[config.mk]
export PLATFORM = sky130hd
export DESIGN_NAME = div_scheduler
export DESIGN_NICKNAME = d
export VERILOG_FILES = /design/src/rtl/div_scheduler.sv
export SDC_FILE = /design/constraint.sdc
export NUM_CORES = 1
export LEC_CHECK = 0
export ABC_AREA = 0
export CAP_MARGIN = 40
export CORE_UTILIZATION = 40
export DETAILED_ROUTE_END_ITERATION = 16
export PLACE_DENSITY_LB_ADDON = 0.2
export SLEW_MARGIN = 20
export SYNTH_ARGS = -nofsm -noshare
export SYNTH_HDL_FRONTEND = slang
export SYNTH_SLANG_ARGS = --single-unit
export TNS_END_PERCENT = 20
[constraint.sdc]
create_clock -name CLK -period 4.5 [get_ports CLK]
set_input_delay 0.9 -clock CLK [delete_from_list [all_inputs] [get_ports CLK]]
set_output_delay 0.9 -clock CLK [all_outputs]
set_load 0.03 [all_outputs]
[src/rtl/div_scheduler.sv]
// div_scheduler: round-robin scheduler sharing one pipelined signed divider among NREQ requesters.
// Optional DIV_ZERO_CHECK_EN: Den==0 ops return Coc='1, Res=Num and pulse RspDivZero.
module div_scheduler #(
   parameter int tamanyo = 32,
   parameter int NREQ    = 4,
   parameter int LATENCY = 33
) (
   input  logic                    CLK,
   input  logic                    RSTa,
   input  logic                    Enable,
   input  logic [NREQ-1:0]         ReqValid,
   output logic [NREQ-1:0]         ReqReady,
   input  logic [NREQ*tamanyo-1:0] ReqNum,
   input  logic [NREQ*tamanyo-1:0] ReqDen,
   output logic                    DivStart,
   output logic [tamanyo-1:0]      DivNum,
   output logic [tamanyo-1:0]      DivDen,
   input  logic                    DivDone,
   input  logic [tamanyo-1:0]      DivCoc,
   input  logic [tamanyo-1:0]      DivRes,
   output logic                    RspValid,
   output logic [$clog2(NREQ)-1:0] RspId,
   output logic [tamanyo-1:0]      RspCoc,
   output logic [tamanyo-1:0]      RspRes,
   output logic                    Busy,
`ifdef DIV_ZERO_CHECK_EN
   output logic                    RspDivZero,
`endif
   output logic                    SeqErr
);
   localparam int IDW = $clog2(NREQ);

   typedef struct packed {
      logic               valid;
      logic [IDW-1:0]     id;
`ifdef DIV_ZERO_CHECK_EN
      logic               zero;
      logic [tamanyo-1:0] num;
`endif
   } tag_t;

   logic [IDW-1:0]     ptr;
   logic [IDW-1:0]     idx;
   logic [IDW-1:0]     grant_id;
   logic [IDW-1:0]     start_id;
   logic               found;
   logic [tamanyo-1:0] sel_num;
   logic [tamanyo-1:0] sel_den;
   tag_t [LATENCY-1:0] tag_pipe;
   tag_t               tag_in;
   tag_t               tag_out;
   logic [LATENCY-1:0] tag_valids;
`ifdef DIV_ZERO_CHECK_EN
   logic               start_zero;
`endif

   // Scan ptr+1, ptr+2, ... so the last winner has lowest priority next time.
   // NOTE: every output of this block gets a default first, so no latch is inferred.
   always_comb begin
      ReqReady = '0;
      grant_id = '0;
      idx      = '0;
      found    = 1'b0;
      sel_num  = '0;
      sel_den  = '0;
      for (int k = 1; k <= NREQ; k++) begin
         idx = IDW'((int'(ptr) + k) % NREQ);
         if (Enable && !found && ReqValid[idx]) begin
            found         = 1'b1;
            grant_id      = idx;
            ReqReady[idx] = 1'b1;
            sel_num       = ReqNum[int'(idx)*tamanyo +: tamanyo];
            sel_den       = ReqDen[int'(idx)*tamanyo +: tamanyo];
         end
      end
   end

   always_comb begin
      tag_in       = '0;
      tag_in.valid = DivStart;
      tag_in.id    = start_id;
`ifdef DIV_ZERO_CHECK_EN
      tag_in.zero  = start_zero;
      tag_in.num   = DivNum;
`endif
   end

   always_comb begin
      tag_valids = '0;
      for (int i = 0; i < LATENCY; i++) tag_valids[i] = tag_pipe[i].valid;
   end

   assign tag_out = tag_pipe[LATENCY-1];
   assign Busy    = DivStart | (|tag_valids) | RspValid;

   // NOTE: the tag pipe is reset because its valid bits alone decide whether a response is produced.
   always_ff @(posedge CLK or negedge RSTa) begin
      if (!RSTa) begin
         ptr      <= IDW'(NREQ - 1);
         DivStart <= 1'b0;
         DivNum   <= '0;
         DivDen   <= '0;
         start_id <= '0;
         tag_pipe <= '0;
         RspValid <= 1'b0;
         RspId    <= '0;
         RspCoc   <= '0;
         RspRes   <= '0;
         SeqErr   <= 1'b0;
`ifdef DIV_ZERO_CHECK_EN
         start_zero <= 1'b0;
         RspDivZero <= 1'b0;
`endif
      end else begin
         DivStart <= found;
         if (found) begin
            ptr      <= grant_id;
            start_id <= grant_id;
            DivNum   <= sel_num;
            DivDen   <= sel_den;
`ifdef DIV_ZERO_CHECK_EN
            start_zero <= (sel_den == '0);
`endif
         end
         tag_pipe <= {tag_pipe[LATENCY-2:0], tag_in};
         if (DivDone != tag_out.valid) SeqErr <= 1'b1;
         RspValid <= tag_out.valid;
`ifdef DIV_ZERO_CHECK_EN
         RspDivZero <= tag_out.valid & tag_out.zero;
`endif
         if (tag_out.valid) begin
            RspId <= tag_out.id;
`ifdef DIV_ZERO_CHECK_EN
            RspCoc <= tag_out.zero ? '1 : DivCoc;
            RspRes <= tag_out.zero ? tag_out.num : DivRes;
`else
            RspCoc <= DivCoc;
            RspRes <= DivRes;
`endif
         end
      end
   end
endmodule

== Word-level counts from Yosys, hierarchy flattened ==
Cells that the tools add are included.

* Add/sub/neg operators: 4
* $lt $le $gt $ge: 8
* Equal/unequal tests: 1
* Shift-type cells: 8
* Muxes and demuxes: 36
* Bitwise logic cells: 5
* Reductions and logical operators: 15

{| class="wikitable"
|+ Operators with widths
! kind !! count
|-
| indexed part select 128 x 8 -> 32 bit || 8
|-
| two-way mux 32 bit || 8
|-
| OR reduction 33 bit || 1
|-
| two-way mux 4 bit || 4
|-
| less-than comparator 2 x 3 -> 1 bit, second input constant || 4
|-
| two-way mux 1 bit || 12
|-
| bitwise OR 4 bit || 3
|-
| logical AND 1 bit || 11
|-
| binary-select mux 1 bit (select 2 bit) || 4
|-
| demux 1 bit (select 2 bit) || 4
|-
| >= comparator 2 x 1 -> 1 bit, second input constant || 4
|-
| two-way mux 2 bit || 4
|-
| adder 2 x 1 -> 2 bit, second input constant || 2
|-
| adder 2 bit, second input constant || 2
|-
| zero test 1 bit || 3
|-
| bitwise OR 1 bit || 2
|-
| != test 1 bit || 1
|}

* Register bits after elaboration: 236
* Input bits: 328
* Output and inout bits: 138
* Word-level logic and storage cells: 153

== Depth between registers and ports, before layout ==
Gate-level depths: netlist of the first run.

* Word-level depth: 17
* Depth in mapped cells: 12
* Depth with buffers taken out: 6

== Least setup slack after synthesis of the first run ==
OpenSTA, ideal clock, no wires.

* Path type: flip-flop to output port
* Start: register ptr[1]
* End: output ReqReady[0]
* Arrival time: 3.034 ns
* Data required time: 3.600 ns
* Setup slack: 0.566 ns
* Stages on the path, launching flop included: 12
* Path buffers: 5
* Path through: dfstp_2 > buf_2 > buf_2 > inv_2 > clkbuf_1 > ha_1 > buf_2 > or4bb_1 > a41oi_2 > buf_6 > and3_1 > a221o_1

* Cells in the longest elaborated chain, start to end: 17

{| class="wikitable"
|+ Ends and longest elaborated chain
! item !! line !! RTL
|-
| from (decl) || 42 || <nowiki>logic [IDW-1:0] ptr;</nowiki>
|-
| from (signal assigned) || 99 || <nowiki>ptr <= IDW'(NREQ - 1);</nowiki>
|-
| from (signal assigned) || 117 || <nowiki>ptr <= grant_id;</nowiki>
|-
| parallel branches: the longest is 16 deep, another holds less-than comparator 2 x 3 -> 1 bit || -- ||
|-
| two-way mux 4 bit * || 68 || <nowiki>if (Enable && !found && ReqValid[idx]) begin</nowiki>
|-
| to (decl) || 12 || <nowiki>output logic [NREQ-1:0] ReqReady,</nowiki>
|}

Every way passes the cells marked *. The select of a mux whose other input is x is not followed.

== Worst setup path after layout of the first run ==
* Start: register ptr[0]
* End: output ReqReady[2]

The elaborated chain is that of the path after synthesis.

==> results of run 1 <==
layout by cell type (no fill, tap or decap), types with 5 or more instances in the layout:
master	instances
sky130_fd_sc_hd__ha_1	6
sky130_fd_sc_hd__o32ai_1	46
sky130_fd_sc_hd__nand4_1	49
sky130_fd_sc_hd__nand3_1	65
sky130_fd_sc_hd__clkdlybuf4s50_1	459
sky130_fd_sc_hd__clkbuf_16	28
sky130_fd_sc_hd__nor4_1	9
sky130_fd_sc_hd__buf_12	9
sky130_fd_sc_hd__nand2_1	163
sky130_fd_sc_hd__a21boi_0	18
sky130_fd_sc_hd__clkbuf_1	5
sky130_fd_sc_hd__mux2_2	69
sky130_fd_sc_hd__a41oi_1	46
sky130_fd_sc_hd__buf_16	5
sky130_fd_sc_hd__nand2b_1	23
sky130_fd_sc_hd__a32oi_1	17
sky130_fd_sc_hd__mux4_2	132
sky130_fd_sc_hd__o211ai_1	34
sky130_fd_sc_hd__buf_4	26
sky130_fd_sc_hd__clkinvlp_4	5
sky130_fd_sc_hd__diode_2	6
sky130_fd_sc_hd__dfrtp_1	233
sky130_fd_sc_hd__and3_1	21
sky130_fd_sc_hd__mux2i_1	195
metrics by stage:
stage | setup WS (ns) | utilization [%]
after detailed placement | 0.4814 | 53.81
after global routing | 0.1639 | 56.28
final | 0.2986 | 56.30
after CTS | 0.09332 | 55.98
after floorplan | 0.5663 | -
after global placement | 0.5372 | 53.47
cell families (layout without fill, tap and decap cells):
family / after synthesis / count (layout) / synth area share, %
AOI/OAI and AO/OA: 185 / 185 / 9.963
xor gates and xnor gates: 1 / 1 / 0.05589
adders and majority gates: 7 / 7 / 0.5588
buffers and inverters: 148 / 553 / 4.511
DFF: 236 / 236 / 37.70
muxes: 397 / 397 / 36.52
other: 0 / 6 / 0
and+or+nand+nor: 346 / 346 / 10.69
path summary, 6_finish.rpt:
check | depth (start not counted) | slack, ns | start | end
setup / recovery | 7 | 0.30 | ptr[0] | ReqReady[2]
hold / removal | 0 | 0.34 | tag_pipe[67] | tag_pipe[70]
setup reg to reg | 7 | 1.07 | ptr[0] | DivNum[31]
hold reg to reg | 0 | 0.34 | tag_pipe[67] | tag_pipe[70]
max in group asynchronous | 2 | 3.11 | RSTa | ptr[1]
min in group asynchronous | 1 | 0.43 | RSTa | RspRes[27]
area by class of cell:
type / instances / share of cell area [%]
Inverter: 3 / 0.06326
Multi-Input combinational cell: 936 / 42.00
Clock inverter: 12 / 0.5808
Antenna cell: 6 / 0.06901
Clock buffer: 34 / 3.266
Timing Repair Buffer: 504 / 23.85
Tap cell: 518 / 2.979
Sequential cell: 236 / 27.20
flip-flops by register name, summed over array words and instances (netlist names):
signal,flops
tag_pipe,96
DivDen,32
DivNum,32
RspCoc,32
RspRes,32
tag_out,3
RspId,2
ptr,2
start_id,2
DivStart,1
RspValid,1
SeqErr,1
worst max-delay path, delay by kind of cell (launching register included):
| kind | cells | cell delay [ns] |
|---|---|---|
| adder cells (fa/ha/maj) | 1 | 0.33 |
| AO/OA/AOI/OAI | 2 | 0.46 |
| flip-flops | 1 | 0.78 |
| buffers and inverters | 2 | 0.40 |
| AND/OR/NAND/NOR | 2 | 0.78 |
power by group through the flow:
stage               sequential (mW)  combinational (mW)  clock, mW
detailed placement             3.24                8.56          0
global route                   3.27                9.29       2.24
floorplan                      3.79                5.41          0
global placement               3.25                8.29          0
CTS                            3.23                8.57       2.15
finish                         3.20                8.73       2.09
per-layer routing:
| layer | wire [um] | GRT usage, % |
|---|---|---|
| met2 | 25090 | 41.01 |
| met1 | 20200 | 30.97 |
| met4 | 1380 | 9.104 |
| met3 | 4176 | 4.755 |
| met5 | 0 | 0 |
repair_timing:
item / in CTS / in global routing
setup endpoints to repair: 0 / 4
buffers inserted: 0 / 1
gates resized for setup: 0 / 1
hold buffers: 0 / 0
==> insert_results.sql, run 1 <==
INSERT INTO impl_metrics (metric_group, metric, value, unit) VALUES
('detailed_routing', 'drt_drc_violations_left', '0', ''),
('sta', 'fmaxAchievable', '238.0', 'MHz'),
('sta', 'finalMaxSlewViolations', '0', ''),
('floorplan', 'die_width', '199.9', 'um'),
('detailed_routing', 'total_wirelength_of_the_detailed_routed_design', '50850', 'um'),
('worst_setup_path', 'crit_required', '3.60', 'ns'),
('sta', 'worst_slew_margin_rel', '37.83', '%'),
('worst_setup_path', 'crit_slowest_cell', 'sky130_fd_sc_hd__dfstp_4', ''),
('pwr', 'power_frac_seq', '22.8', '%'),
('detailed_routing', 'route.detailed.vias_per_inst', '6.065', ''),
('sta', 'final_cycle_utilization_of_the_critical_path', '93.36', '%'),
('worst_setup_path', 'critical-path-max-stage-delay', '0.78', 'ns'),
('global_route', 'antenna_found_initial', '3', ''),
('sta', 'setup-violations-final', '0', ''),
('cells_and_area', 'nets', '2042', ''),
('logic_synthesis', 'synthesis.instances', '1320', ''),
('sta', 'rsz0062_at_grt', 'false', ''),
('sta', 'skew', '0.02247', 'ns'),
('clocking', 'clock_tree_from_tritoncts', 'built', ''),
('cells_and_area', 'finish.cell_count_without_fillers', '2249', ''),
('floorplan', 'die_area', '39980', 'sq um'),
('logic_synthesis', 'ys_top_cells_by_area', 'sky130_fd_sc_hd__dfrtp_1 37%, sky130_fd_sc_hd__mux4_2 19%, sky130_fd_sc_hd__mux2i_1 12%, sky130_fd_sc_hd__mux2_2 5.0%, sky130_fd_sc_hd__nand2_1 3.9%', ''),
('worst_setup_path', 'crit_type', 'reg -> out', ''),
('cells_and_area', 'regArea', '5917', 'sq um'),
('pwr', 'power_density', '644.3', 'nW/um^2'),
('logic_synthesis', 'synth_edf_count', '0', ''),
('pwr', 'power.internal', '8.017', 'mW'),
('floorplan', 'core', '38650', 'sq um'),
('cells_and_area', 'stdcell_area', '21760', 'sq um'),
('detailed_routing', 'postRouteAntennaNets', '0', ''),
('logic_synthesis', 'synth.ff_latch_count', '236', ''),
('global_route', 'grt_pass1_vias', '13840', ''),
('logic_synthesis', 'yosys.cell_count.top_type', 'sky130_fd_sc_hd__dfrtp_1', ''),
('global_route', 'grt_max_degree', '117', ''),
('global_route', 'grt_use_total', '24.34', '%'),
('floorplan', 'ioPinCount', '466', ''),
('placed_design', 'port_buffers', '465', ''),
('cells_and_area', 'area_of_the_multi_input_gates', '9138', 'sq um'),
('detailed_routing', 'detail_route.wl_per_cell', '22.61', 'um'),
('run_status', 'status', 'finished clean', ''),
('pwr', 'switching_share', '42.81', '%'),
('clocking', 'clk-insertion-delay-late', '0.55', 'ns'),
('sta', 'finalCriticalPeriod', '4.201', 'ns'),
('logic_synthesis', 'synth_cell_type_count', '49', ''),
('placed_design', 'gp_congestion', '0.8151', ''),
('cells_and_area', 'fill_cells', '3229', ''),
('global_route', 'grt_remaining_overflow', '0', ''),
('detailed_routing', 'via_count', '13640', ''),
('logic_synthesis', 'synth_top_flop_cell', 'sky130_fd_sc_hd__dfrtp_1', ''),
('detailed_routing', 'drt_pass1_iterations', '5', ''),
('clocking', 'h-tree-depth', '1', ''),
('sta', 'worst_pin_slew', '0.9325', 'ns'),
('worst_setup_path', 'worstPathMaxFanout', '17', ''),
('min_path', 'holdCritPathClass', 'reg -> reg', ''),
('logic_synthesis', 'synth-async-reset-ratio', '100.0', '%'),
('logic_synthesis', 'leading_cell_types_by_count_after_synthesis', '234 x sky130_fd_sc_hd__dfrtp_1, 195 x sky130_fd_sc_hd__mux2i_1, 164 x sky130_fd_sc_hd__nand2_1', ''),
('clocking', 'ctsRootBufferMaster', 'sky130_fd_sc_hd__clkbuf_16', ''),
('detailed_routing', '1st_iter_drt_viols', '917', ''),
('cells_and_area', 'share_of_cells_above_drive_strength_1', '17.51', '%'),
('worst_setup_path', 'critical_path.endpoint_type', 'primary output', ''),
('floorplan', 'start_util', '40.55', '%'),
('placed_design', 'dp_hpwl', '33980', 'um'),
('logic_synthesis', 'yosysSeqAreaShare', '37.70', '%'),
('logic_synthesis', 'avgSynthCellArea', '11.87', 'sq um'),
('logic_synthesis', 'synthesis.area', '15670', 'sq um'),
('logic_synthesis', 'net_count_after_synthesis', '1655', ''),
('clocking', 'cts_num_sinks', '236', ''),
('clocking', 'tritoncts.num_buffers', '26', ''),
('pwr', 'power.clock.fraction', '14.9', '%'),
('pwr', 'power_frac_comb', '62.3', '%'),
('clocking', 'cts.clk_slew.worst_paths', '0.07', 'ns');
Power figures use the tool's default switching activity.
==> run 2, diff against run 1 <==
PLACE_DENSITY = 0.7   (was unset)
PLACE_DENSITY_LB_ADDON = unset   (was 0.2)
==> run 2 against run 1 <==
Final area down 0.70%. Sequential cell count unchanged. Global-route usage rose by 0.17 points. First-iteration DRC count up 0.98%. Clock-buffer cell count fell by 2. Critical path depth did not move. Power shrank 1.2%. Worst setup slack got worse by 0.052 ns. Largest power group unchanged.
==> insert_results.sql, run 2 (same netlist as run 1, synthesis figures left out) <==
INSERT INTO impl_metrics (metric_group, metric, value, unit) VALUES
('worst_setup_path', 'crit_type', 'reg -> out', ''),
('clocking', 'post_cts_resized', '0', ''),
('worst_setup_path', 'r2r_end', 'start_id[0]', ''),
('worst_setup_path', 'critical_path.endpoint_type', 'primary output', ''),
('cells_and_area', 'layout.cells.most_common_list', '459 x sky130_fd_sc_hd__clkdlybuf4s50_1, 233 x sky130_fd_sc_hd__dfrtp_1, 195 x sky130_fd_sc_hd__mux2i_1, 163 x sky130_fd_sc_hd__nand2_1, 132 x sky130_fd_sc_hd__mux4_2', ''),
('cells_and_area', 'nets', '2033', ''),
('min_path', 'min_path_cells', '0', ''),
('worst_setup_path', 'setup.worst_path.start', 'ptr[0]', ''),
('detailed_routing', '1st_iter_drt_viols', '926', ''),
('min_path', 'holdCritPathClass', 'reg -> reg', ''),
('worst_setup_path', 'reg2reg_from', 'ptr[0]', ''),
('global_route', 'grt_pass1_vias', '13830', ''),
('sta', 'setup-violations-final', '0', ''),
('detailed_routing', 'postRouteAntennaNets', '0', ''),
('cells_and_area', 'finish.cell_count_without_fillers', '2238', ''),
('global_route', 'grt_max_degree', '163', ''),
('placed_design', 'placedCellCount', '2185', ''),
('cells_and_area', 'share_of_cells_above_drive_strength_1', '17.04', '%'),
('detailed_routing', 'detail_route.wl_per_cell', '22.86', 'um'),
('run_status', 'status', 'finished clean', ''),
('detailed_routing', 'drt_pass1_iterations', '5', ''),
('clocking', 'buffer_depth_of_the_longest_clock_path', '3', ''),
('sta', 'timing.setup.tns', '0', 'ns'),
('clocking', 'cts_hold_buffers', '0', ''),
('clocking', 'cts.clk_slew.worst_paths', '0.06', 'ns'),
('cells_and_area', 'largest_reg_flops', '96', ''),
('floorplan', 'rows', '72', ''),
('detailed_routing', 'via_count', '13690', ''),
('worst_setup_path', 'worstPathMaxFanout', '29', ''),
('sta', 'final_cycle_utilization_of_the_critical_path', '94.51', '%'),
('pwr', 'ir_drop', '0.0006030', 'V'),
('detailed_routing', 'route.detailed.vias_per_inst', '6.117', ''),
('floorplan', 'start_util', '40.55', '%'),
('min_path', 'timing.hold.worst.start', 'tag_pipe[82]', ''),
('worst_setup_path', 'crit_required', '3.60', 'ns'),
('clocking', 'clock_tree_from_tritoncts', 'built', ''),
('clocking', 'clk-insertion-delay-late', '0.55', 'ns'),
('floorplan', 'core', '38650', 'sq um'),
('clocking', 'h-tree-depth', '1', ''),
('floorplan', 'ioPinCount', '466', ''),
('sta', 'finalCriticalPeriod', '4.253', 'ns'),
('clocking', 'post_cts_buffers', '0', ''),
('sta', 'skew', '0.01716', 'ns'),
('worst_setup_path', 'cp_data_arrival_time', '3.35', 'ns'),
('clocking', 'ctsRootBufferMaster', 'sky130_fd_sc_hd__clkbuf_16', ''),
('sta', 'timing_hold_violations_final', '0', ''),
('global_route', 'antenna_found_initial', '1', ''),
('floorplan', 'die_area', '39980', 'sq um'),
('floorplan', 'die_h', '199.9', 'um'),
('detailed_routing', 'total_wirelength_of_the_detailed_routed_design', '51150', 'um'),
('pwr', 'power_density', '641.2', 'nW/um^2'),
('sta', 'finalMaxSlewViolations', '0', ''),
('cells_and_area', 'areaGrowthSynthToFinish', '37.86', '%'),
('worst_setup_path', 'worst_setup_path_start_kind', 'flip-flop', ''),
('pwr', 'leakagePower', '8.335', 'nW'),
('floorplan', 'die_width', '199.9', 'um'),
('placed_design', 'gp_congestion', '0.8711', ''),
('sta', 'worst_pin_slew', '0.9733', 'ns'),
('sta', 'fmaxAchievable', '235.1', 'MHz'),
('run', 'max_cap_viol_count', '0', ''),
('cells_and_area', 'register_containing_the_most_flip_flops_in_the_final_layout', 'tag_pipe', ''),
('clocking', 'tritoncts.num_buffers', '26', ''),
('global_route', 'grt_first_pass_wirelength', '76980', 'um'),
('placed_design', 'port_buffers', '465', ''),
('min_path', 'endpoint_of_the_worst_hold_timing_path', 'tag_pipe[85]', ''),
('worst_setup_path', 'reg2regPathDepth', '7', ''),
('clocking', 'cts_num_sinks', '236', ''),
('global_route', 'grt_use_total', '24.52', '%'),
('cells_and_area', 'final_common_cell', 'sky130_fd_sc_hd__clkdlybuf4s50_1', ''),
('detailed_routing', 'drt_drc_violations_left', '0', ''),
('global_route', 'grt_remaining_overflow', '0', ''),
('sta', 'rsz0062_at_grt', 'false', ''),
('worst_setup_path', 'r2r_slack', '0.75', 'ns'),
('placed_design', 'dp_hpwl', '34280', 'um'),
('sta', 'worst_slew_margin_rel', '35.11', '%');
==> run 2: changes by cell type in the layout (fill, tap and decap cells not counted), moves of 2 or more <==
cell,delta
sky130_fd_sc_hd__clkinvlp_4,-2
sky130_fd_sc_hd__buf_12,-3
sky130_fd_sc_hd__clkbuf_1,-2
sky130_fd_sc_hd__buf_16,-3
sky130_fd_sc_hd__bufinv_16,+2
==> run 2: report_power, final <==
group / switching, mW / leakage, nW / internal [mW]
Sequential: 0.364 / 2.79 / 2.81
Combinational: 4.64 / 5.12 / 3.86
Clock: 0.895 / 0.420 / 1.28
Total: 5.90 / 8.34 / 7.96
==> run 2: cell type report <==
cell class | instances | area [sq um]
Antenna cell | 6 | 15.01
Clock buffer | 32 | 703.2
Clock inverter | 12 | 171.4
Fill cell | 3222 | 17040
Inverter | 3 | 13.76
Multi-Input combinational cell | 936 | 9135
Sequential cell | 236 | 5917
Tap cell | 518 | 648.1
Timing Repair Buffer | 495 | 5002
==> run 2: how the worst max path moves through the flow <==
stage | end | slack, ns | cells after the start
2_1_floorplan | ReqReady[0] | 0.57 | 11
3_3_place_gp | ReqReady[1] | 0.51 | 6
3_5_place_dp | ReqReady[1] | 0.46 | 6
4_1_cts | ReqReady[3] | 0.20 | 6
5_1_grt | ReqReady[3] | 0.14 | 7
6_report | ReqReady[1] | 0.25 | 7
==> run 2: per-stage QoR <==
| step | util [%] | worst slack [ns] | power (mW) | instance area (sq um) | hold slack (ns) |
|---|---|---|---|---|---|
| final | 55.91 | 0.2471 | 13.85 | 21610 | 0.3430 |
| after global routing | 55.87 | 0.1359 | 14.64 | 21590 | 0.3501 |
| after CTS | 55.66 | 0.1965 | 13.85 | 21510 | 0.3451 |
| after detailed placement | 53.40 | 0.4621 | 11.60 | 20640 | 0.3347 |
| after global placement | 53.40 | 0.5113 | 11.43 | 20640 | 0.3321 |
| after floorplan | - | 0.5663 | 9.197 | 15670 | 0.3312 |
==> run 2: layer usage <==
layer / up-vias / wire length (um) / GRT usage (%)
li1: 5990 / - / -
met1: 6922 / 20520 / 31.47
met2: 688 / 24860 / 40.55
met3: 89 / 4503 / 5.410
met4: 0 / 1272 / 9.019
met5: - / 0 / 0
==> run 2: critical path: stages, from the launching register on <==
cell                      delay (ns)
sky130_fd_sc_hd__dfstp_4        0.66
sky130_fd_sc_hd__inv_1          0.16
sky130_fd_sc_hd__ha_4           0.54
sky130_fd_sc_hd__mux4_2         0.45
sky130_fd_sc_hd__buf_4          0.26
sky130_fd_sc_hd__a22o_1         0.25
sky130_fd_sc_hd__a221o_1        0.30
sky130_fd_sc_hd__buf_4          0.17
==> run 3, diff against run 2 <==
CELL_PAD_IN_SITES_DETAIL_PLACEMENT = 0   (was unset)
CELL_PAD_IN_SITES_GLOBAL_PLACEMENT = 1   (was unset)
CORE_UTILIZATION = 38   (was 40)
PLACE_DENSITY = 0.82   (was 0.7)
==> run 3 against run 2 <==
First-iteration DRC count increased by 2.8%. Sequential share of layout area decreased by 0.26 points. Die area increased by 5.2%. Worst setup slack got worse by 0.031 ns. Clock-buffer cell count increased by 4. Clock skew decreased by 0.0020 ns. Power increased by 2.7%. Via count about the same. Largest cell class unchanged. Largest power group unchanged.
==> insert_results.sql, run 3 (same netlist as run 1, synthesis figures left out) <==
INSERT INTO impl_metrics (metric_group, metric, value, unit) VALUES
('floorplan', 'rows', '74', ''),
('cells_and_area', 'areaGrowthSynthToFinish', '39.19', '%'),
('sta', 'fin_worst_hold_slack', '0.3394', 'ns'),
('cells_and_area', 'regArea', '5917', 'sq um'),
('clocking', 'tritoncts.num_buffers', '27', ''),
('worst_setup_path', 'reg2regPathDepth', '8', ''),
('sta', 'skew', '0.01514', 'ns'),
('floorplan', 'ioPinCount', '466', ''),
('cells_and_area', 'layout.cells.most_common_list', '459 x sky130_fd_sc_hd__clkdlybuf4s50_1, 233 x sky130_fd_sc_hd__dfrtp_1, 195 x sky130_fd_sc_hd__mux2i_1, 163 x sky130_fd_sc_hd__nand2_1, 132 x sky130_fd_sc_hd__mux4_2', ''),
('pwr', 'ir_drop', '0.0004671', 'V'),
('pwr', 'power_density', '652.5', 'nW/um^2'),
('worst_setup_path', 'worst_setup_path_start_kind', 'flip-flop', ''),
('clocking', 'post_cts_resized', '0', ''),
('worst_setup_path', 'critical_path.endpoint_type', 'primary output', ''),
('detailed_routing', '1st_iter_drt_viols', '952', ''),
('pwr', 'leakagePower', '8.432', 'nW'),
('global_route', 'grt_first_pass_wirelength', '78770', 'um'),
('clocking', 'buffer_depth_of_the_longest_clock_path', '3', ''),
('run_status', 'status', 'finished clean', ''),
('cells_and_area', 'share_of_cells_above_drive_strength_1', '17.50', '%'),
('clocking', 'cts.clk_slew.worst_paths', '0.07', 'ns'),
('cells_and_area', 'finish.cell_count_without_fillers', '2259', ''),
('placed_design', 'port_buffers', '465', ''),
('worst_setup_path', 'cp_data_arrival_time', '3.38', 'ns'),
('worst_setup_path', 'crit_required', '3.60', 'ns'),
('detailed_routing', 'drt_drc_violations_left', '0', ''),
('worst_setup_path', 'worstPathMaxFanout', '130', ''),
('global_route', 'groute.layer.met1.usage', '30.96', '%'),
('floorplan', 'die_width', '205.1', 'um'),
('global_route', 'antenna_found_initial', '1', ''),
('placed_design', 'dp_hpwl', '35600', 'um'),
('run', 'max_cap_viol_count', '0', ''),
('global_route', 'grt_use_total', '24.15', '%'),
('sta', 'timing.setup.tns', '0', 'ns'),
('cells_and_area', 'final_common_cell', 'sky130_fd_sc_hd__clkdlybuf4s50_1', ''),
('floorplan', 'die_area', '42060', 'sq um'),
('floorplan', 'start_util', '38.47', '%'),
('detailed_routing', 'detail_route.wl_per_cell', '23.43', 'um'),
('worst_setup_path', 'r2r_slack', '1.02', 'ns'),
('worst_setup_path', 'crit_type', 'reg -> out', ''),
('global_route', 'grt_pass1_vias', '13910', ''),
('clocking', 'cts_hold_buffers', '0', ''),
('pwr', 'overall_power_of_the_completed_layout', '14.23', 'mW'),
('worst_setup_path', 'setup.worst_path.start', 'ptr[0]', ''),
('detailed_routing', 'postRouteAntennaNets', '0', ''),
('min_path', 'min_path_cells', '0', ''),
('min_path', 'holdCritPathClass', 'reg -> reg', ''),
('placed_design', 'placedCellCount', '2205', ''),
('detailed_routing', 'drt_pass1_iterations', '5', ''),
('floorplan', 'core', '40740', 'sq um'),
('cells_and_area', 'nets', '2040', ''),
('floorplan', 'die_h', '205.1', 'um'),
('global_route', 'grt_max_degree', '131', ''),
('sta', 'finalCriticalPeriod', '4.284', 'ns'),
('global_route', 'grt_remaining_overflow', '0', ''),
('detailed_routing', 'via_count', '13690', ''),
('clocking', 'clock_tree_from_tritoncts', 'built', ''),
('worst_setup_path', 'r2r_end', 'DivDen[25]', ''),
('global_route', 'grt_use_met3', '4.200', '%'),
('clocking', 'h-tree-depth', '1', ''),
('cells_and_area', 'area_of_the_multi_input_gates', '9135', 'sq um'),
('cells_and_area', 'stdcell_area', '21810', 'sq um'),
('global_route', 'gr-usage-met2', '41.43', '%'),
('clocking', 'ctsRootBufferMaster', 'sky130_fd_sc_hd__clkbuf_16', ''),
('worst_setup_path', 'critical_path.endpoint', 'ReqReady[3]', ''),
('sta', 'final_cycle_utilization_of_the_critical_path', '95.19', '%'),
('cells_and_area', 'register_containing_the_most_flip_flops_in_the_final_layout', 'tag_pipe', ''),
('sta', 'finalMaxSlewViolations', '0', ''),
('sta', 'fmaxAchievable', '233.5', 'MHz'),
('clocking', 'cts_num_sinks', '236', ''),
('min_path', 'timing.hold.worst.start', 'tag_pipe[91]', ''),
('clocking', 'clk-insertion-delay-late', '0.56', 'ns'),
('sta', 'timing_hold_violations_final', '0', ''),
('detailed_routing', 'route.detailed.vias_per_inst', '6.058', ''),
('global_route', 'busiest_layer', 'met2', ''),
('sta', 'setup-violations-final', '0', ''),
('worst_setup_path', 'reg2reg_from', 'ptr[0]', ''),
('placed_design', 'placement.cell_area', '20780', 'sq um'),
('placed_design', 'gp_congestion', '0.8080', ''),
('cells_and_area', 'largest_reg_flops', '96', ''),
('detailed_routing', 'total_wirelength_of_the_detailed_routed_design', '52920', 'um'),
('sta', 'worst_pin_slew', '1.086', 'ns'),
('sta', 'rsz0062_at_grt', 'false', ''),
('cells_and_area', 'fill_cells', '3477', ''),
('sta', 'worst_slew_margin_rel', '27.59', '%');
run 3: changes by cell type in the layout (fill, tap and decap cells not counted), sizes merged:
cell	delta
clkbuf	+3
bufinv	+1
diode	-5
inv	+4
buf	+7
clkinv	-3
run 3: metrics by stage:
stage,util (%),setup WS [ns]
after detailed placement,51.01,0.4438
final,53.55,0.2164
after CTS,53.37,0.06562
after global placement,50.74,0.5019
after global routing,53.55,0.06515
after floorplan,-,0.5663
run 3: worst min-delay path by stage:
stage	to	slack, ns
3_3_place_gp	tag_out[0]	0.33
3_5_place_dp	tag_pipe[10]	0.33
2_1_floorplan	tag_out[0]	0.33
4_1_cts	tag_pipe[45]	0.34
6_report	tag_pipe[94]	0.34
5_1_grt	tag_pipe[24]	0.35
run 3: timing repair:
| action | in CTS | in global routing |
|---|---|---|
| setup buffers | 0 | 1 |
| setup endpoints to repair | 0 | 3 |
| hold endpoints to repair | 0 | 0 |
run 3: worst max-delay path: stages, from the launching register on:
cell and delay [ns]:
sky130_fd_sc_hd__dfstp_4 0.71, sky130_fd_sc_hd__buf_12 0.46, sky130_fd_sc_hd__nor3b_1 0.50, sky130_fd_sc_hd__o21ai_4 0.11, sky130_fd_sc_hd__nor2_1 0.34, sky130_fd_sc_hd__a221o_1 0.28
sky130_fd_sc_hd__buf_4 0.18
run 3: cell type report:
| class | instances | share of cell area [%] |
|---|---|---|
| multi-input cells | 936 | 41.88 |
| flip-flops and latches | 236 | 27.12 |
| repair buffers | 501 | 23.47 |
| clock buffers | 36 | 3.436 |
| well taps | 532 | 3.051 |
| clock inverters | 14 | 0.9693 |
| inverters | 3 | 0.06309 |
| diodes | 1 | 0.01147 |
run 3: metal layers:
metal / wire (um) / up-vias
met5: 0 / -
met4: 1168 / 0
met3: 4217 / 77
met2: 26310 / 669
met1: 21220 / 6921
li1: - / 6019
run 3: power by group:
part	internal [mW]	switching, mW
sequential	2.81	0.364
clock	1.42	0.959
combinational	3.96	4.72
==> patch, RTL diff (flow settings as in run 3) <==
Reset style: synchronous (`RSTa`), changed in one clocked block.
--- a/src/rtl/div_scheduler.sv
+++ b/src/rtl/div_scheduler.sv
@@ -95,5 +95,5 @@
 
    // NOTE: the tag pipe is reset because its valid bits alone decide whether a response is produced.
-   always_ff @(posedge CLK or negedge RSTa) begin
+   always_ff @(posedge CLK) begin
       if (!RSTa) begin
          ptr      <= IDW'(NREQ - 1);
Formal check against the unedited RTL: differs if RSTa is asserted again (counterexample within 4 cycles, from zero or initial values and one cycle with RSTa low); with RSTa held inactive, the same outputs for 4 cycles.
==> patch against run 3 <==
Synthesized area shrank 0.72%. Routed wire length shrank 4.5%. First-iteration DRC count shrank 19%. Cell area shrank 1.0%. Sequential cell count is the same. Worst setup slack lost 0.010 ns. Critical path type unchanged. Highest routed layer is now met5.
Power is not compared: it rests on default switching activity, and its combinational part moved more than twofold at a synthesized area within 25%.
==> patch: results (changes against run 3) <==
status = complete, no violations
post-synthesis sequential area ratio = 30.4% (-7.3 points)
Netlist cell types = 46 (-6.1%)
Async S/R FF share, synth = 0% (-100 points)
hpwl dp = 35300 um (-0.89%)
DRT iter0 DRCs = 774 (-19%)
fin cells = 2303 (+1.9%)
Post-Synth Adder-Cell Area = 0.563% (+0.0040 points)
Placement Setup Slack = 0.239 ns (-0.205 ns)
Routed WL per cell = 21.9 um (-6.4%)
vias per cell = 5.88 (-3.0%)
overall global routing resource usage = 23.4% (-0.77 points)
Post-Syn Area per Cell = 11.4 um^2 (-4.2%)
Placed Instances = 2241 (+1.6%)
Worst Clk Skew = 0.0123 ns (-0.00284 ns)
fraction of synthesized area in multiplexers = 43.0% (+6.5 points)
initial antenna violation count = 13 (+12)
routability cong. = 0.815 (+0.90%)
worst hold start = tag_pipe[76]$_SDFF_PN0_
crit path DAT = 3.39 ns (about the same)
Worst-Margin Slew = 0.785 ns (-0.301 ns)
Hold Path Cell Cnt = 1 (+1)
Nets = 2081 (+2.0%)
FF-to-FF End = DivDen[0]$_SDFFE_PN0P_
largest net degree at the start of global routing = 169 (+29%)
vias in the first global route = 13607 (-2.2%)
Top FF cell, synth = dfxtp_1
reg2reg path depth = 9 (+1)
worst skew pair latency = 0.54 ns (-0.02 ns)
first-pass GRT wire length = 76700 um (-2.7%)
XOR/XNOR Fraction of Synth Area = 0.0563% (+0.00040 points)
proportion of layout cells with a drive suffix above 1 = 20.7% (+3.2 points)
==> patch: cell count changes after synthesis, moves of 27 or more <==
cell,before,now
dfxtp_1,0,236
dfrtp_1,234,0
and2_1,0,101
nand2_1,164,68
nor2_1,5,88
mux4_2,132,209
mux2i_1,195,129
nand3_1,65,5
o21ai_0,4,53
nand4_1,49,2
a41oi_1,46,0
o32ai_1,46,1
a21oi_1,0,43
a31oi_1,1,28
==> patch: critical path: stages, from the launching register on <==
cell and delay [ns]:
dfxtp_4 0.36, inv_1 0.11, ha_4 0.44, buf_4 0.55
mux2i_1 0.17, mux2_2 0.29, nor3_1 0.40, nand2_1 0.13
o211ai_1 0.15, buf_4 0.21
==> patch: where the power goes <==
part | internal (mW) | switching, mW | total, mW | leakage [nW]
registers | 2.26 | 0.115 | 2.37 | 1.92
logic | 2.07 | 2.11 | 4.17 | 5.25
clock network | 1.45 | 0.948 | 2.40 | 0.462
total | 5.78 | 3.17 | 8.95 | 7.63
==> patch: cell type report <==
type	count	area, um^2
multi-input cells	981	10200
fillers	3453	18500
clock buffers	35	736
diodes	11	27.5
inverters	5	18.8
clock inverters	15	236
well taps	525	657
flip-flops and latches	236	4740
repair buffers	495	4990
==> patch: layer usage <==
layer | vias to the layer above | global-route usage (%) | share of wire (%)
met4 | 10 | 9.28 | 2.8
met1 | 6671 | 28.2 | 38
met3 | 86 | 5.76 | 8.8
met2 | 612 | 39.9 | 50
met5 | - | 0 | 0.13
li1 | 6152 | - | -
==> patch: worst max-delay path by stage <==
stage / start / end / slack, ns / cells after the start
after CTS: ptr[0]$_SDFFE_PN1P_ / ReqReady[1] / 0.19 / 9
after floorplan: ptr[0]$_SDFFE_PN1P_ / ReqReady[1] / 0.13 / 14
final: ptr[0]$_SDFFE_PN1P_ / ReqReady[1] / 0.21 / 9
after detailed placement: ReqValid[3] / ReqReady[1] / 0.24 / 7
after global placement: ReqValid[2] / ReqReady[1] / 0.33 / 7
after global routing: ptr[0]$_SDFFE_PN1P_ / ReqReady[1] / 0.02 / 9
==> patch: per-stage QoR <==
step	cell area, um^2	power, mW	utilization (%)	hold slack (ns)
2_1_floorplan	15600	5.29	-	0.412
3_3_place_gp	20400	6.47	51.0	0.414
3_5_place_dp	20600	6.58	51.3	0.419
4_1_cts	21500	9.01	53.7	0.420
5_1_grt	21600	9.40	53.8	0.442
6_report	21600	8.95	53.9	0.423
